### src/rtl/mtr_pkg.sv
// Shared types and constants for the meter interrupt arbiter.
package mtr_pkg;

    typedef enum logic [1:0] {IDLE, REQ, SERVE} mtr_arb_state_t;

    localparam int SRC_TIME  = 0;
    localparam int SRC_PERF  = 1;
    localparam int SRC_EBOX  = 2;
    localparam int SRC_CACHE = 3;

    localparam int PIA_W = 3;
    localparam int SEL_W = 2;

    // One-hot PI request vector for a level; level 0 yields no request.
    function automatic logic [1:7] pi_onehot(input logic [0:PIA_W-1] lvl);
        logic [1:7] v;
        v = '0;
        for (int i = 1; i <= 7; i++) begin
            v[i] = (int'(lvl) == i);
        end
        return v;
    endfunction

endpackage

### src/rtl/mtr_prio_enc.sv
// Fixed-priority encoder: counters in index order ahead of the interval timer.
module mtr_prio_enc
    import mtr_pkg::*;
#(
    parameter int NSRC = 4
) (
    input  logic [0:NSRC-1]  pend,
    input  logic             intv,
    output logic             any,
    output logic             vector,
    output logic [0:SEL_W-1] sel
);

    logic found;

    always_comb begin
        found  = 1'b0;
        sel    = '0;
        vector = 1'b0;
        for (int i = 0; i < NSRC; i++) begin
            if (pend[i] && !found) begin
                found = 1'b1;
                sel   = SEL_W'(i);
            end
        end
        // The timer only wins when no counter is pending; its selection reads as 00.
        vector = !found && intv;
        any    = found || intv;
    end

endmodule

### src/rtl/mtr_intr_arb.sv
// Meter interrupt arbiter: latches overflow events, requests a PI level, holds the
// selected source until service completes. Optional overrun flag: MTR_LOST_DETECT_EN.
module mtr_intr_arb
    import mtr_pkg::*;
#(
    parameter int NSRC = 4
) (
    input  logic             clk,
    input  logic             RESET_N,
    input  logic [0:NSRC-1]  OVF_SET,
    input  logic             INTERVAL_DONE,
    input  logic [0:PIA_W-1] PIA,
    input  logic             HONOR,
    input  logic             SVC_DONE,
    input  logic             CLR_LOST,
    output logic [1:7]       PI_REQ,
    output logic             INTERRUPT_REQ,
    output logic             VECTOR_REQ,
    output logic [0:SEL_W-1] INCR_SEL,
    output logic             BUSY,
    output logic [0:NSRC-1]  PENDING,
    output logic             LOST
);

    mtr_arb_state_t   state;
    logic             enc_any;
    logic             enc_vec;
    logic [0:SEL_W-1] enc_sel;
    logic             svc_end;
    logic [0:NSRC-1]  clr_vec;

    mtr_prio_enc #(.NSRC(NSRC)) u_prio (
        .pend   (PENDING),
        .intv   (INTERVAL_DONE),
        .any    (enc_any),
        .vector (enc_vec),
        .sel    (enc_sel)
    );

    assign svc_end = (state == SERVE) && SVC_DONE;

    // Only the captured counter clears; the interval timer is cleared externally.
    always_comb begin
        clr_vec = '0;
        for (int i = 0; i < NSRC; i++) begin
            clr_vec[i] = svc_end && !VECTOR_REQ && (INCR_SEL == SEL_W'(i));
        end
    end

    always_ff @(posedge clk or negedge RESET_N) begin
        if (!RESET_N) begin
            PENDING <= '0;
        end else begin
            PENDING <= (PENDING & ~clr_vec) | OVF_SET;
        end
    end

`ifdef MTR_LOST_DETECT_EN
    logic lost_hit;
    assign lost_hit = |(OVF_SET & PENDING & ~clr_vec);

    always_ff @(posedge clk or negedge RESET_N) begin
        if (!RESET_N) begin
            LOST <= 1'b0;
        end else begin
            LOST <= lost_hit || (LOST && !CLR_LOST);
        end
    end
`else
    logic unused_clr_lost;
    assign unused_clr_lost = CLR_LOST;
    assign LOST            = 1'b0;
`endif

    always_ff @(posedge clk or negedge RESET_N) begin
        if (!RESET_N) begin
            state         <= IDLE;
            PI_REQ        <= '0;
            INTERRUPT_REQ <= 1'b0;
            VECTOR_REQ    <= 1'b0;
            INCR_SEL      <= '0;
            BUSY          <= 1'b0;
        end else begin
            case (state)
                IDLE: begin
                    if (enc_any && (PIA != '0)) begin
                        state         <= REQ;
                        PI_REQ        <= pi_onehot(PIA);
                        INTERRUPT_REQ <= 1'b1;
                    end
                end
                REQ: begin
                    if ((PIA == '0) || !enc_any) begin
                        state         <= IDLE;
                        PI_REQ        <= '0;
                        INTERRUPT_REQ <= 1'b0;
                    end else if (HONOR) begin
                        state         <= SERVE;
                        PI_REQ        <= '0;
                        INTERRUPT_REQ <= 1'b0;
                        BUSY          <= 1'b1;
                        INCR_SEL      <= enc_sel;
                        VECTOR_REQ    <= enc_vec;
                    end else begin
                        PI_REQ        <= pi_onehot(PIA);
                    end
                end
                SERVE: begin
                    if (SVC_DONE) begin
                        state      <= IDLE;
                        BUSY       <= 1'b0;
                        INCR_SEL   <= '0;
                        VECTOR_REQ <= 1'b0;
                    end
                end
                default: begin
                    state <= IDLE;
                end
            endcase
        end
    end

endmodule

### config.mk
export PLATFORM = sky130hd
export DESIGN_NAME = mtr_intr_arb
export DESIGN_NICKNAME = d
export VERILOG_FILES = /design/src/rtl/mtr_pkg.sv /design/src/rtl/mtr_prio_enc.sv /design/src/rtl/mtr_intr_arb.sv
export SDC_FILE = /design/constraint.sdc
export NUM_CORES = 1
export LEC_CHECK = 0
export CORE_MARGIN = 2
export CORE_UTILIZATION = 43
export DETAILED_ROUTE_END_ITERATION = 10
export PLACE_DENSITY = 0.81
export SETUP_SLACK_MARGIN = 0.2
export SYNTH_ARGS = -nofsm -noshare
export SYNTH_HDL_FRONTEND = slang
export SYNTH_SLANG_ARGS = --single-unit
### constraint.sdc
create_clock -name clk -period 2 [get_ports clk]
set_clock_uncertainty 0.2 [all_clocks]
set_input_delay 0.3 -clock clk [delete_from_list [all_inputs] [get_ports clk]]
set_output_delay 0.3 -clock clk [all_outputs]
set_load 0.01 [all_outputs]
# Word level (Yosys, flattened, before mapping)
# Index checks and enable logic that the tools add are counted.
# word_totals
inputBits,13
wordCells,86
out_inout_bits,17
regBits,18
# classes
reduce_logical,29
bitwise,3
n_eq_ne,17
mux,30
# ops
op,n
7-bit 2-to-1 mux,3
2-bit 2-to-1 mux,8
7-bit case mux with 2 select lines,1
1-bit 2-to-1 mux,13
3-bit equality test (second input constant),4
1-bit logical AND,11
2-bit inequality test (second input constant),4
2-bit equality test (second input constant),3
3-bit by 2-bit equality test with 1-bit output (second input constant),2
1-bit zero test,6
1-bit case mux with 2 select lines,3
2-bit case mux with 3 select lines,1
3-bit AND reduction,2
4-bit bitwise AND,1
2-bit by 1-bit equality test with 1-bit output (second input constant),2
2-bit zero test,2
4-bit inverter,1
4-bit OR,1
2-bit case mux with 2 select lines,1
4-bit AND reduction,1
2-bit nonzero test,2
3-bit by 1-bit equality test with 1-bit output (second input constant),1
3-bit zero test,1
3-bit inequality test (second input constant),1
3 further kinds,4

# Logic depth before layout (Yosys ltp)
# logic_depth
ltp_word,15
depth_mapped,3
depth_no_buf,3

# Modules after synthesis
# A second synthesis with hierarchy kept.
# unflattened
cells_unflattened,79
hier_area_um2,873.3
# modules_own_cells
module,instances,cells_each,area_per_inst_um2,seq_area_each_um2
mtr_intr_arb,1,71,824.5,450.4
mtr_prio_enc,1,8,48.8,0.0

# Worst setup path after synthesis
# OpenSTA, ideal clock, no wires.
# synth_path
kind,register to register
from,register PENDING[0] (netlist name)
to,register INCR_SEL[0] (netlist name)
path_stages_with_launch,4
arrival_time_ns,1.450
path_buffers,0
period_less_slack_ns,1.730
slack_ns,0.270
required_ns,1.721
setup_time_ns,0.079
path_cell_list,dfrtp_1 -> or4_4 -> o211ai_4 -> mux2i_1
# synth_via
elab_chain_cells,15
word_cells_on_any_way,20
cone_classes,eq/ne (1); mux (9); reduce/logical (10)
# synth_lines
item,line,source
start: declaration,mtr_intr_arb.sv:21,"output logic [0:NSRC-1] PENDING,"
start signal: assignment,mtr_intr_arb.sv:54,PENDING <= (PENDING & ~clr_vec) | OVF_SET;
1-bit 2-to-1 mux *,mtr_prio_enc.sv:21,if (pend[i] && !found) begin
1-bit zero test,mtr_prio_enc.sv:21,
1-bit logical AND,mtr_prio_enc.sv:21,
1-bit 2-to-1 mux *,mtr_prio_enc.sv:21,
1-bit zero test,mtr_prio_enc.sv:21,
1-bit logical AND,mtr_prio_enc.sv:21,
1-bit 2-to-1 mux,mtr_prio_enc.sv:21,
1-bit zero test,mtr_prio_enc.sv:21,
1-bit logical AND,mtr_prio_enc.sv:21,
1-bit 2-to-1 mux,mtr_prio_enc.sv:21,
1-bit logical OR,mtr_prio_enc.sv:28,any = found || intv;
1-bit zero test,mtr_intr_arb.sv:93,if ((PIA == '0) || !enc_any) begin
1-bit logical OR,mtr_intr_arb.sv:93,
2-bit inequality test (no line),--,
4-bit AND reduction (no line),--,
end signal: assignment,mtr_intr_arb.sv:102,INCR_SEL <= enc_sel;
end: declaration,mtr_intr_arb.sv:19,"output logic [0:SEL_W-1] INCR_SEL,"
# Mark *: on every way between the ends. The rest lies on a longest branch, timed or not. The select of a mux whose other input is x is not followed.
# A chain may end at the register's enable or synchronous reset.

# Worst setup path after layout
# layout_path
from,register PENDING[0] (netlist name)
to,register INCR_SEL[1] (netlist name)
# layout_via
elab_chain_cells,15
word_cells_on_any_way,21
cone_classes,eq/ne (1); mux (10); reduce/logical (10)
# layout_lines
item,line
1-bit 2-to-1 mux *,mtr_prio_enc.sv:21
1-bit zero test,mtr_prio_enc.sv:21
1-bit logical AND,mtr_prio_enc.sv:21
1-bit 2-to-1 mux,mtr_prio_enc.sv:21
1-bit zero test,mtr_prio_enc.sv:21
1-bit logical AND,mtr_prio_enc.sv:21
1-bit 2-to-1 mux,mtr_prio_enc.sv:21
1-bit zero test,mtr_prio_enc.sv:21
1-bit logical AND,mtr_prio_enc.sv:21
1-bit 2-to-1 mux,mtr_prio_enc.sv:21
1-bit logical OR,mtr_prio_enc.sv:28
1-bit zero test,mtr_intr_arb.sv:93
1-bit logical OR,mtr_intr_arb.sv:93
2-bit inequality test (no line),--
4-bit AND reduction (no line),--
# Marks and branches as above.

==> metrics.txt <==
outcome finished clean; Routed Antenna Nets 0; post-synthesis average cell area ~11 um2; Cell Pwr Density just under 800 mW/mm2; worst-path maximum fanout 5; setup ws final around 0.17 ns; crit-path cells or4_4 -> o211ai_4 -> mux2i_1; placed inst area 0.001215 mm2; final WL 2103 um; die footprint around 0.0024 mm2; Syn Nets between 90 and 100; Final Non-Filler Cells approximately 150; DP Cell Count about 140; Initial Util between 40% and 50%; CTS root buffer clkbuf_4; CTS Sinks 18; CP required just over 2 ns; Crit Path Class flip-flop to flip-flop; yosys warns 0; synthesized flop and latch total 18; Yosys top cell area share a little over half; Overall Global Routing Usage approximately 19%; die width slightly below 50 um; TritonCTS buffer count 3; RSZ-0062 raised after global routing yes; Async S/R FF share, synth 100.0%; cell family contributing the most delay on the critical path simple AND/OR/NAND/NOR gates; GRT overflow 0; Post-synth top cells dfrtp_1 (18), nand2_1 (9), inv_1 (8); number of global-route vias before repair 799; count leader, synth dfrtp_1; H-tree levels 1; Nets around 140; design area about 0.0013 mm2; largest net degree at the start of global routing 19; Tcrit/Tclk final 91.33%; pins over their slew limit 0; CTS tree yes; Max Buffers Root-to-Sink 2; CP max stage cell or4_4; ys flop type dfrtp_1; final setup vio count 0; crit end category flip-flop; initial antenna violation count 0; Yosys top cell by area dfrtp_1; fin crit period ~1.8 ns; # DRC 0; setup slack at placement 0.03492 ns; Layout area overhead 50.87%; ranking of synthesized cells by area dfrtp_1 (52%), o22ai_1 (4.3%), nand2_1 (3.9%); max incr delay on CP roughly 0.57 ns; first-pass GRT wire length around 3700 um; kind of path behind the tightest hold check input pin to async pin; IO Pins 30; DR vias/cell approximately 5.4; drt wl/cell between 10 and 15 um; crit start category flip-flop; sequential area share after synthesis approximately 52%; Synth Instances 81; 1st-pass router iterations 4; row count 16; HPWL Detailed roughly 1500 um; IO buf count 27; Leakage around 0.55 nW; worst vdd ir around 0.47 mV; Mapped Area about 870 um2; Buf/Inv on CP 0; via count approximately 820; share of layout cells above drive strength 1 between 20 and 25%; GP Congestion 0.7981; Worst-Skew Late Latency ~0.30 ns; setup tns final 0 ns; Fin. Hold Viols 0; Post-synth EDFFs 0; fmax approximately 550 MHz; max-cap violations 0; synth unique cells 31; core box area approximately 0.0019 mm2; Fill cells 162; CTS Hold Bufs 0; Die Height just under 50 um; crit path DAT ~1.9 ns; n_diodes 0; drt initial violations 17; Clock transition at path regs between 0.1 and 0.15 ns
report_power, final:
| group | internal (mW) | leakage (nW) | switching (mW) |
|---|---|---|---|
| combinational | 0.177 | 0.316 | 0.144 |
| clock | 0.111 | 0.0210 | 0.117 |
| sequential | 0.415 | 0.217 | 0.0523 |
| total | 0.703 | 0.554 | 0.313 |
worst reg2reg max path: stages (launching register included):
cell      delay (ns)
dfrtp_2         0.45
or4_4           0.57
o211ai_4        0.30
mux2i_1         0.23
flip-flops by register name, indices dropped and copies added, names as in the netlist:
name / flops
BUSY: 1
INCR_SEL: 2
state: 2
INTERRUPT_REQ: 1
PI_REQ: 7
VECTOR_REQ: 1
PENDING: 4
metal layers:
metal  global-route usage, %  up-vias  share of wire [%]
met2                   32.19       35                 50
met5                       0        -                  0
met1                   24.10      392                 42
met3                   5.215        5                6.7
li1                        -      387                  -
met4                   7.619        0                1.4
worst paths after layout:
kind	startpoint	end	slack, ns	cells after the start
worst max-delay path	PENDING[0]$_DFF_PN0_	INCR_SEL[1]$_DFFE_PN0P_	0.17	3
min in group clk	BUSY$_DFFE_PN0P_	BUSY$_DFFE_PN0P_	0.32	2
worst max register to register	PENDING[0]$_DFF_PN0_	INCR_SEL[1]$_DFFE_PN0P_	0.17	3
max in group asynchronous	RESET_N	PENDING[0]$_DFF_PN0_	1.28	2
worst min-delay path	RESET_N	PI_REQ[3]$_DFFE_PN0P_	0.12	2
worst min register to register	BUSY$_DFFE_PN0P_	BUSY$_DFFE_PN0P_	0.32	2
metrics by stage:
| step | utilization (%) | power (mW) | hold WS, ns |
|---|---|---|---|
| floorplan | - | 0.6202 | -0.1956 |
| global placement | 63.22 | 0.7700 | 0.2649 |
| detailed placement | 63.22 | 0.7821 | 0.2719 |
| CTS | 66.86 | 1.011 | 0.1299 |
| global route | 67.97 | 1.082 | 0.1335 |
| finish | 67.97 | 1.016 | 0.1183 |
placed cells by master, fill, tap and decap left out, types with 3 or more instances in the layout:
cell             instances
a21o_1                   3
buf_4                   14
clkbuf_4                 3
clkdlybuf4s50_1         22
dfrtp_1                 17
dlygate4sd2_1            3
inv_1                    8
mux2i_1                  3
nand2_1                  9
nand2b_1                 3
nand3b_1                 3
nor2_1                   3
o21ai_0                  3
o22ai_1                  6
what timing repair did:
item / in CTS / in global routing
endpoints found under the setup margin: 13 / 13
buffers inserted: 5 / 2
pin swaps: 3 / 2
resized for setup: 3 / 3
cell families (layout without fill, tap and decap cells):
| group | count (synthesis) | count (layout) | synth area share [%] |
|---|---|---|---|
| buffers and inverters | 9 | 53 | 4.336 |
| muxes | 3 | 3 | 3.468 |
| AOI/OAI and AO/OA | 23 | 23 | 21.68 |
| DFF | 18 | 18 | 52.02 |
| and+or+nand+nor | 27 | 27 | 18.06 |
| other | 1 | 1 | 0.4331 |
final cells by class:
| type | instances | area (um2) | area share [%] |
|---|---|---|---|
| flip-flops and latches | 18 | 451.7 | 34.58 |
| multi-input cells | 54 | 377.9 | 28.93 |
| repair buffers | 41 | 376.6 | 28.83 |
| clock buffers | 4 | 36.28 | 2.778 |
| well taps | 27 | 33.78 | 2.586 |
| inverters | 8 | 30.03 | 2.299 |
Power figures use the tool's default switching activity.
